File: config.mk
export PLATFORM = sky130hd
export DESIGN_NAME = trap_ctrl
export DESIGN_NICKNAME = d
export VERILOG_FILES = /design/src/rtl/priv_pkg.sv /design/src/rtl/irq_prio_enc.sv /design/src/rtl/trap_ctrl.sv
export SDC_FILE = /design/constraint.sdc
export NUM_CORES = 1
export LEC_CHECK = 0
export CAP_MARGIN = 25
export CORE_MARGIN = 8
export CORE_UTILIZATION = 40
export DETAILED_ROUTE_END_ITERATION = 12
export GPL_TIMING_DRIVEN = 0
export PLACE_DENSITY = 0.81
export SLEW_MARGIN = 20
export SYNTH_ARGS = -nofsm -noshare
export SYNTH_HDL_FRONTEND = slang
export SYNTH_SLANG_ARGS = --single-unit
export TNS_END_PERCENT = 10
File: constraint.sdc
create_clock -name clk -period 4.1 [get_ports clk]
set_clock_uncertainty 0.15 [all_clocks]
set_input_delay 0.82 -clock clk [delete_from_list [all_inputs] [get_ports clk]]
set_output_delay 0.82 -clock clk [all_outputs]
set_load 0.01 [all_outputs]
File: src/rtl/priv_pkg.sv
// Shared privilege/trap definitions: privilege encodings, sequencer enums
// and mstatus bit positions used by the trap sequencer.
package priv_pkg;
    localparam logic [1:0] M_MODE = 2'b11;
    localparam logic [1:0] U_MODE = 2'b00;

    localparam int MIE_BIT  = 3;
    localparam int MPIE_BIT = 7;
    localparam int MPP_LSB  = 11;

    typedef enum logic [1:0] {IDLE, DRAIN, WRITE, REDIRECT} trap_state_e;
    typedef enum logic [1:0] {EXC, IRQ, RET} trap_kind_e;
endpackage

File: src/rtl/irq_prio_enc.sv
// Fixed-priority encoder for masked interrupt requests; lowest index wins.
module irq_prio_enc #(
    parameter int NUM_IRQ = 4,
    localparam int IDX_W = (NUM_IRQ > 1) ? $clog2(NUM_IRQ) : 1
) (
    input  logic [NUM_IRQ-1:0] req,
    output logic               valid,
    output logic [IDX_W-1:0]   idx
);
    always_comb begin
        valid = |req;
        idx   = '0;
        // Scan downwards so the lowest set bit is the last assignment.
        for (int i = NUM_IRQ - 1; i >= 0; i--) begin
            if (req[i]) idx = IDX_W'(i);
        end
    end
endmodule

File: src/rtl/trap_ctrl.sv
// Privilege and trap sequencer: picks one exception/interrupt/MRET event,
// drains the pipeline, writes the trap CSRs and redirects fetch.
module trap_ctrl
    import priv_pkg::*;
#(
    parameter int DATA_WIDTH = 32,
    parameter int NUM_IRQ    = 4,
    parameter int IRQ_BASE   = 16,
    parameter bit HAS_U_MODE = 1
) (
    input  logic                  clk,
    input  logic                  rst,
    input  logic                  exc_valid,
    input  logic [DATA_WIDTH-1:0] exc_cause,
    input  logic [DATA_WIDTH-1:0] exc_pc,
    input  logic [DATA_WIDTH-1:0] exc_tval,
    input  logic                  mret_valid,
    input  logic [DATA_WIDTH-1:0] next_pc,
    input  logic [NUM_IRQ-1:0]    irq_pending,
    input  logic [NUM_IRQ-1:0]    irq_enable,
    input  logic [DATA_WIDTH-1:0] mtvec,
    input  logic [DATA_WIDTH-1:0] mepc,
    input  logic                  drain_done,
    output logic                  flush,
    output logic                  busy,
    output logic                  csr_we,
    output logic [DATA_WIDTH-1:0] mepc_wdata,
    output logic [DATA_WIDTH-1:0] mcause_wdata,
    output logic [DATA_WIDTH-1:0] mtval_wdata,
    output logic                  redirect_valid,
    output logic [DATA_WIDTH-1:0] redirect_pc,
    output logic [1:0]            current_privilege,
    output logic [DATA_WIDTH-1:0] mstatus_out
);
    localparam int         IDX_W   = (NUM_IRQ > 1) ? $clog2(NUM_IRQ) : 1;
    localparam logic [1:0] MPP_RET = HAS_U_MODE ? U_MODE : M_MODE;

    trap_state_e           state, state_next;
    trap_kind_e            kind;
    logic [DATA_WIDTH-1:0] cause_q, pc_q, tval_q;
    logic [1:0]            priv, mpp;
    logic                  mie, mpie;
    logic                  irq_any, irq_take, ev_take;
    logic [IDX_W-1:0]      irq_idx;
    logic [DATA_WIDTH-1:0] irq_code, base, vec_off;

    irq_prio_enc #(.NUM_IRQ(NUM_IRQ)) u_enc (
        .req   (irq_pending & irq_enable),
        .valid (irq_any),
        .idx   (irq_idx)
    );

    // U-mode code can always be preempted by M-level interrupts.
    assign irq_take = irq_any && (mie || priv == U_MODE);
    assign ev_take  = exc_valid || irq_take || mret_valid;
    assign irq_code = DATA_WIDTH'(IRQ_BASE) + DATA_WIDTH'(irq_idx);

    always_ff @(posedge clk) begin
        if (!rst) state <= IDLE;
        else      state <= state_next;
    end

    always_comb begin
        state_next = state;
        case (state)
            IDLE:     if (ev_take) state_next = DRAIN;
            DRAIN:    if (drain_done) state_next = (kind == RET) ? REDIRECT : WRITE;
            WRITE:    state_next = REDIRECT;
            REDIRECT: state_next = IDLE;
            default:  state_next = IDLE;
        endcase
    end

    always_ff @(posedge clk) begin
        if (!rst) begin
            kind    <= EXC;
            cause_q <= '0;
            pc_q    <= '0;
            tval_q  <= '0;
            priv    <= M_MODE;
            mie     <= 1'b0;
            mpie    <= 1'b0;
            mpp     <= MPP_RET;
        end else begin
            if (state == IDLE) begin
                if (exc_valid) begin
                    kind    <= EXC;
                    cause_q <= exc_cause;
                    pc_q    <= exc_pc;
                    tval_q  <= exc_tval;
                end else if (irq_take) begin
                    kind    <= IRQ;
                    cause_q <= {1'b1, irq_code[DATA_WIDTH-2:0]};
                    pc_q    <= next_pc;
                    tval_q  <= '0;
                end else if (mret_valid) begin
                    kind    <= RET;
                end
            end
            if (state == WRITE) begin
                mpie <= mie;
                mie  <= 1'b0;
                mpp  <= HAS_U_MODE ? priv : M_MODE;
                priv <= M_MODE;
            end
            if (state == REDIRECT && kind == RET) begin
                mie  <= mpie;
                mpie <= 1'b1;
                priv <= mpp;
                mpp  <= MPP_RET;
            end
        end
    end

    assign base    = {mtvec[DATA_WIDTH-1:2], 2'b00};
    assign vec_off = {cause_q[DATA_WIDTH-3:0], 2'b00};

    always_comb begin
        flush          = (state == DRAIN);
        busy           = (state != IDLE);
        csr_we         = (state == WRITE);
        redirect_valid = (state == REDIRECT);
        mepc_wdata     = csr_we ? pc_q    : '0;
        mcause_wdata   = csr_we ? cause_q : '0;
        mtval_wdata    = csr_we ? tval_q  : '0;
        redirect_pc    = '0;
        if (state == REDIRECT) begin
            if (kind == RET)
                redirect_pc = mepc;
            else if (kind == IRQ && mtvec[1:0] == 2'b01)
                redirect_pc = base + vec_off;
            else
                redirect_pc = base;
        end
        mstatus_out                       = '0;
        mstatus_out[MIE_BIT]              = mie;
        mstatus_out[MPIE_BIT]             = mpie;
        mstatus_out[MPP_LSB+1:MPP_LSB]    = mpp;
    end

    assign current_privilege = priv;
endmodule

Word level (Yosys, flattened, before mapping)

Index checks and enable logic that the tools add are counted.

Bits in registers: 106
Bits of input ports: 205

Reduce and logical (&&, ||, !) cells: 17
$add $sub $neg: 2
Eq/ne operators: 8
Bitwise operators: 2
Mux-type cells: 29

Operators by type and width:

| kind                                          | number |
|---|---|
| 2-to-1 mux 32 bit                             | 12 |
| adder 32 bit                                  | 1 |
| 2-to-1 mux 2 bit                              | 11 |
| one-hot mux 2 bit (4 select lines)            | 1 |
| adder 5 x 2 -> 6 bit, first input constant    | 1 |
| == test 2 x 1 -> 1 bit, second input constant | 3 |
| == test 2 bit, second input constant          | 3 |
| AND reduction 2 bit                           | 3 |
| nonzero test 2 bit                            | 3 |
| 2-to-1 mux 1 bit                              | 5 |
| AND 4 bit                                     | 1 |
| logical NOT 2 bit                             | 2 |
| inequality test 2 bit, second input constant  | 2 |
| OR reduction 4 bit                            | 1 |
| logical AND 1 bit                             | 3 |
| logical OR 1 bit                              | 3 |
| nonzero test 3 bit                            | 1 |
| OR reduction 2 bit                            | 1 |
| inverter 1 bit                                | 1 |

Longest topological paths before layout

Gate-level depths: netlist (run 1).

Depth in word-level cells: 8
Mapped depth: 12
Gate-level depth less buffers: 12

Hierarchy

From an unflattened synthesis (run 1), not the netlist that was laid out.

Cells, all modules: 853
Area total of the unflattened synthesis: 7,048.0 um^2

Modules (own cells, without submodules):

| module       | instances | area each (um^2) | cells an instance | sequential area each (um^2) |
|---|---|---|---|---|
| trap_ctrl    | 1         | 7,013.0          | 846               | 2,122.0 |
| irq_prio_enc | 1         | 35.0             | 7                 | 0.0 |

Worst setup path after synthesis (run 1)

No wires, ideal clock.

Kind: input to output
From: input port mtvec[2]
To: output port redirect_pc[28]
Stages on the path: 12
Path buffers: 0
Setup slack: 0.249 ns
Arrival: 2.881 ns
Required time: 3.130 ns
Path through: ha_1 -> inv_1 -> fa_1 -> nor2b_1 -> o31ai_2 -> a21oi_1 -> nor2_2 -> o21ai_1 -> o31a_1 -> a311oi_2 -> xor2_1 -> a211oi_1

Cells in the longest elaborated chain, start to end: 4

RTL lines:

| item              | RTL line         | text |
|---|---|---|
| from (decl)       | trap_ctrl.sv:21  | `input logic [DATA_WIDTH-1:0] mtvec,` |
| adder 32 bit      | trap_ctrl.sv:131 | `redirect_pc = base + vec_off;` |
| 2-to-1 mux 32 bit | trap_ctrl.sv:130 | `else if (kind == IRQ && mtvec[1:0] == 2'b01)` |
| 2-to-1 mux 32 bit | trap_ctrl.sv:128 | `if (kind == RET)` |
| 2-to-1 mux 32 bit | trap_ctrl.sv:127 | `if (state == REDIRECT) begin` |
| to (decl)         | trap_ctrl.sv:31  | `output logic [DATA_WIDTH-1:0] redirect_pc,` |

No other way between the ends.

Final worst setup path (run 1)

From: input port mtvec[3]
To: output port redirect_pc[15]

Same word-level chain as after synthesis.

==> impl_metrics.json, run 1 <==
{
  "tightest_slew_ns": 0.786,
  "finalCriticalPeriod_ns": 4.18,
  "synth_ff_type": "dfxtp_1",
  "status": "finished with violations",
  "cp_slowest_cell": "a211oi_2",
  "fmax_mhz": 239,
  "place_inst": 1432,
  "hpwlAfterDp_um": 24000,
  "critPathRequiredTime_ns": 3.13,
  "whs_path_depth": 1,
  "hold_buffers": 0,
  "yosysUniqueCellTypes": 62,
  "rsz0062_at_grt": "yes",
  "cts.path.max_buffers": 2,
  "violations": "negative setup slack",
  "antenna_found_initial": 0,
  "r2r_setup_slack_ns": 1.47,
  "cts.sinks": 106,
  "hold_viol": 0,
  "p_per_area_nw_per_um2": 405,
  "cp_common_cell": "clkdlybuf4s15_2",
  "wl_per_cell_um": 21.0,
  "relSlewSlack_pct": 47.6,
  "fin_nets": 1470,
  "layout_setup_ws_ns": -0.0819,
  "path_clk_slew_ns": 0.08,
  "period_share_pct": 102,
  "grt_max_degree": 18,
  "power_mw": 4.76,
  "die_height_um": 149,
  "synth_area_um2": 7060,
  "cts_tree": "yes",
  "grt_pass1_vias": 8171,
  "mostFrequentLayoutCells": "291 x clkdlybuf4s50_1, 106 x dfxtp_1, 96 x and2_1, 81 x nand2_1, 61 x a22o_1",
  "synth.area.top_cells": "dfxtp_1 30%, and2_1 8.5%, a22o_1 7.6%, o211a_1 6.2%, ha_1 5.8%",
  "syn_area_per_cell_um2": 8.40,
  "final_common_cell": "clkdlybuf4s50_1",
  "max_cap_violations": 0,
  "drt-initial-drc-count": 418,
  "crit_path_end_kind": "output pin",
  "synth_top_area_share_pct": 30.1,
  "area_growth_pct": 66.3,
  "rows": 48,
  "r2r_cells": 8,
  "io_pins": 371,
  "htreeDepth": 3,
  "die_w_um": 149,
  "grt.total_usage_pct": 26.6,
  "dieArea_um2": 22200,
  "arrival_ns": 3.21,
  "ys_warn_count": 0,
  "hold_path_class": "reg -> reg",
  "start_kind": "input pin",
  "path_class": "in -> out",
  "antenna_cells": 0,
  "coreArea_um2": 17300,
  "final_cells": 1460,
  "via_count": 7881,
  "drv_slew": 0,
  "synth_edf_count": 0,
  "remaining_drc_errors": 0,
  "syn_inst": 840,
  "ys_ff_latch": 106,
  "seq_area_frac_synth_pct": 30.1,
  "ir_worst_vdd_v": 0.000213,
  "setup-violations-final": 7,
  "path_cells": "clkdlybuf4s15_2, ha_4, a211oi_4, nor2_2, a211oi_2, o21ai_1, a21o_1, buf_4, xnor2_1, o211ai_1, o211a_1, clkdlybuf4s15_2",
  "routed_via_density": 5.40,
  "clk-insertion-delay-late_ns": 0.36,
  "grt_overflow": 0,
  "critPathMaxFanout": 4,
  "ctsRootBufferMaster": "clkbuf_16",
  "drt_wl_total_um": 30700,
  "drt_pass1_iterations": 5,
  "layout-drive-gt1-share_pct": 13.6,
  "max_stage_delay_ns": 0.28,
  "leakagePower_nw": 5.20,
  "postRouteAntennaNets": 0,
  "async_flop_share_pct": 0,
  "grt_pass1_wl_um": 46100,
  "synth_area_leader_cell": "dfxtp_1",
  "gp_congestion": 0.938,
  "port_buffers": 340,
  "start_util_pct": 40.8,
  "numCtsBuffers": 9
}
synthesized netlist by cell type, types with 10 or more instances:
master,count
a21o_1,13
a21oi_1,45
a22o_1,61
a31oi_1,12
and2_1,96
buf_4,30
clkbuf_1,58
dfxtp_1,106
ha_1,33
inv_1,11
mux2i_1,40
nand2_1,85
nand3_1,14
nor2_1,23
nor2b_1,11
o211a_1,44
o211ai_1,11
o21ai_0,32
xnor2_1,10
xor2_1,12
per-stage QoR:
step / utilization, % / setup WS (ns) / area (µm²) / TNS, ns / hold slack (ns)
floorplan: - / 0.249 / 7160 / 0 / 0.291
global placement: 62.7 / -0.960 / 10800 / -16.10 / 0.303
detailed placement: 62.7 / -1.02 / 10800 / -17.36 / 0.308
CTS: 67.2 / -0.144 / 11600 / -1.06 / 0.329
global route: 67.9 / -0.231 / 11700 / -1.49 / 0.342
finish: 67.9 / -0.0819 / 11700 / -0.279 / 0.328
final cells by class:
cell class | instances | area (µm²)
flip-flops and latches | 106 | 2120
multi-input cells | 658 | 5130
clock inverters | 5 | 40.0
well taps | 225 | 282
fillers | 1446 | 5560
repair buffers | 356 | 3440
clock buffers | 10 | 229
inverters | 11 | 41.3
plain buffers | 89 | 458
where the power goes:
part | switching (mW) | leakage, nW | internal, mW
Combinational | 1.29 | 4.20 | 1.16
Clock | 0.437 | 0.127 | 0.416
Sequential | 0.182 | 0.871 | 1.28
flip-flops by register name, indices dropped and copies added (netlist names):
signal and flops:
cause_q 32, current_privilege 2, pc_q 32, kind 2, mpp 2, tval_q 32, mie 1, mpie 1
state 2
worst paths after layout:
kind | startpoint | endpoint
setup reg to reg | state[0] | cause_q[22]
hold reg to reg | tval_q[10] | tval_q[10]
hold / removal | tval_q[10] | tval_q[10]
setup / recovery | mtvec[3] | redirect_pc[15]
cells by family (layout without fill, tap and decap cells):
logic type      Yosys count  count (layout)  synth area share (%)
flops                   106             106                  30.1
buf+inv                 103             471                  7.11
fa+ha+maj                34              34                  6.13
xor+xnor                 22              22                  2.73
compound gates          270             270                  28.8
mux                      40              40                  5.67
simple gates            264             264                  19.5
other cells               1              28                0.0531
critical path: cells and delay by family:
family | cells | cell delay [ns]
adders and majority gates | 1 | 0.27
buffers and inverters | 3 | 0.61
AOI/OAI and AO/OA | 6 | 1.28
and+or+nand+nor | 1 | 0.11
xor gates and xnor gates | 1 | 0.12
layer usage:
metal / global-route usage (%) / part of all wire [%] / wire, µm / vias up
li1: - / - / - / 3773
met1: 28.8 / 38 / 11800 / 3723
met2: 47.9 / 50 / 15400 / 346
met3: 8.65 / 9.1 / 2790 / 39
met4: 8.63 / 2.3 / 705 / 0
met5: 0 / 0 / 0 / -
repair_timing:
item	CTS	global route
endpoints found under the setup margin	29	35
setup buffers	13	3
resized for setup	158	57
pin swaps	36	26
(Power assumes the default switching activity.)
==> run 2, diff against run 1 <==
--- a/config.mk
+++ b/config.mk
@@ -10,9 +10,10 @@
 export CORE_UTILIZATION = 40
 export DETAILED_ROUTE_END_ITERATION = 12
 export GPL_TIMING_DRIVEN = 0
-export PLACE_DENSITY = 0.81
+export PLACE_DENSITY_LB_ADDON = 0.25
 export SLEW_MARGIN = 20
 export SYNTH_ARGS = -nofsm -noshare
 export SYNTH_HDL_FRONTEND = slang
+export SYNTH_HIERARCHICAL = 1
 export SYNTH_SLANG_ARGS = --single-unit
 export TNS_END_PERCENT = 10
==> impl_metrics.json, run 2 <==
{
  "fmax_mhz": 244,
  "start_util_pct": 40.9,
  "remaining_drc_errors": 0,
  "status": "finished clean",
  "cts.sinks": 106,
  "layout-drive-gt1-share_pct": 15.5,
  "seq_area_frac_synth_pct": 30.1,
  "rsz0062_at_grt": "yes",
  "postRouteAntennaNets": 0,
  "synth_area_um2": 7050,
  "io_pins": 371,
  "finalCriticalPeriod_ns": 4.09,
  "relSlewSlack_pct": 45.3,
  "syn_area_per_cell_um2": 8.26,
  "path_clk_slew_ns": 0.08,
  "hpwlAfterDp_um": 24100,
  "cp_top_family": "buffers and inverters",
  "whs_path_depth": 1,
  "wl_per_cell_um": 20.6,
  "top_regs": "cause_q (32), pc_q (32), tval_q (32)",
  "path_class": "in -> out",
  "fin_nets": 1498,
  "die_height_um": 149,
  "crit_path_end_kind": "output pin",
  "hold_buffers": 0,
  "synth_area_leader_cell": "dfxtp_1",
  "period_share_pct": 99.8,
  "coreArea_um2": 17200,
  "clk-insertion-delay-late_ns": 0.35,
  "critPathMaxFanout": 10,
  "worstSetupPathDepth": 6,
  "antenna_found_initial": 1,
  "drt_wl_total_um": 30700,
  "setup-violations-final": 0,
  "synth_top_area_share_pct": 30.1,
  "grt_max_degree": 20,
  "cp_common_cell": "clkdlybuf4s50_1",
  "cts_tree": "yes",
  "port_buffers": 342,
  "max_stage_delay_ns": 0.60,
  "p_per_area_nw_per_um2": 412,
  "dieArea_um2": 22100,
  "routed_via_density": 5.33,
  "setup-tns-final_ns": 0,
  "r2r_cells": 6,
  "fin_hold_ws_ns": 0.322,
  "ys_top_cells_by_count": "106 x dfxtp_1, 102 x and2_1, 76 x nor2_1, 60 x a22o_1, 58 x nand2_1",
  "synth_edf_count": 0,
  "area_growth_pct": 68.4,
  "crit_buf_inv": 3,
  "cts.path.max_buffers": 2,
  "ctsRootBufferMaster": "clkbuf_16",
  "grt.total_usage_pct": 26.4,
  "ys_warn_count": 6,
  "async_flop_share_pct": 0,
  "drt-initial-drc-count": 375,
  "drt_pass1_iterations": 5,
  "syn_inst": 853,
  "ys_ff_latch": 106,
  "final_common_cell": "clkdlybuf4s50_1",
  "grt_pass1_wl_um": 45900,
  "synth.area.top_cells": "dfxtp_1 30%, and2_1 9.1%, a22o_1 7.5%, ha_1 5.9%, mux2i_1 5.4%",
  "arrival_ns": 3.12,
  "start_kind": "input pin",
  "synth_ff_type": "dfxtp_1",
  "drv_slew": 0,
  "yosysMostFrequentCell": "dfxtp_1",
  "max_cap_violations": 0,
  "leakagePower_nw": 4.84,
  "mostFrequentLayoutCells": "290 x clkdlybuf4s50_1, 106 x dfxtp_1, 102 x and2_1, 75 x nor2_1, 60 x a22o_1",
  "yosysUniqueCellTypes": 71,
  "grt_pass1_vias": 8139,
  "die_w_um": 149,
  "via_count": 7945,
  "htreeDepth": 3,
  "hold_viol": 0,
  "grt_overflow": 0,
  "path_cells": "clkdlybuf4s50_1, nor4bb_4, buf_2, nand2_1, a311oi_1, clkdlybuf4s50_1",
  "critPathRequiredTime_ns": 3.13,
  "rows": 48,
  "numCtsBuffers": 9,
  "ir_worst_vdd_v": 0.000236,
  "cp_slowest_cell": "clkdlybuf4s50_1",
  "hold_path_class": "reg -> reg",
  "gp_congestion": 0.970,
  "tightest_slew_ns": 0.821
}
[run 2: cell types whose count changed after synthesis, sizes merged, moves of 10 or more]
cell	before	now
o211a	44	0
o21ai	41	31
a311oi	1	11
nand2	85	58
nor2	24	76
a211oi	7	42
[run 2: stage by stage]
step,utilization [%],power [mW],area [µm²],setup WS (ns),cells
5_1_grt,68.8,5.20,11900,-0.0517,1489
6_report,68.9,4.89,11900,0.00931,1490
2_1_floorplan,-,2.72,7150,0.301,880
3_3_place_gp,63.0,3.65,10900,-1.05,1447
3_5_place_dp,63.0,3.68,10900,-1.07,1447
4_1_cts,68.2,4.82,11800,-0.0523,1477
[run 2: worst paths after layout]
path                         from              to  slack (ns)
min                     tval_q[4]       tval_q[4]        0.32
max reg2reg  current_privilege[1]     cause_q[26]        1.41
min reg2reg             tval_q[4]       tval_q[4]        0.32
max                      mtvec[0]  redirect_pc[7]       0.009
[run 2: power breakdown]
part	internal [mW]	switching [mW]	total, mW	leakage [nW]
Clock	0.486	0.423	0.909	0.151
Sequential	1.28	0.191	1.47	0.871
Combinational	1.19	1.32	2.51	3.82
[run 2: worst reg2reg max path, delay by kind of cell (launching register included)]
family,cells,cell delay [ns]
AO/OA/AOI/OAI,3,0.86
buffers and inverters,1,0.48
flip-flops,1,0.40
AND/OR/NAND/NOR,2,0.75
[run 2: repair_timing]
item	in CTS	in global routing
pin swaps	58	30
resized for setup	196	35
setup endpoints to repair	30	25
setup buffers	16	12
endpoints found under the hold margin	0	0
[run 2: layer usage]
layer,global-route usage (%),vias up,routed length [µm]
met5,0,-,13
met2,46.5,343,15100
met4,10.1,2,1040
met3,8.95,65,2970
met1,28.7,3706,11500
li1,-,3829,-
[run 2: cells by family after synthesis]
| kind of cell | share of synthesized area [%] |
|---|---|
| AND/OR/NAND/NOR | 21.3 |
| other | 0.0532 |
| flip-flops | 30.1 |
| multiplexers | 5.40 |
| buffers and inverters | 8.15 |
| XOR/XNOR | 2.61 |
| adder cells (fa/ha/maj) | 6.14 |
| AO/OA/AOI/OAI | 26.2 |
[run 2: final cells by class]
type	instances	area, µm²
inverters	17	63.8
multi-input cells	666	5040
well taps	225	282
clock inverters	7	87.6
repair buffers	370	3510
flip-flops and latches	106	2120
diodes	1	2.50
fillers	1452	5370
plain buffers	89	532
clock buffers	9	225
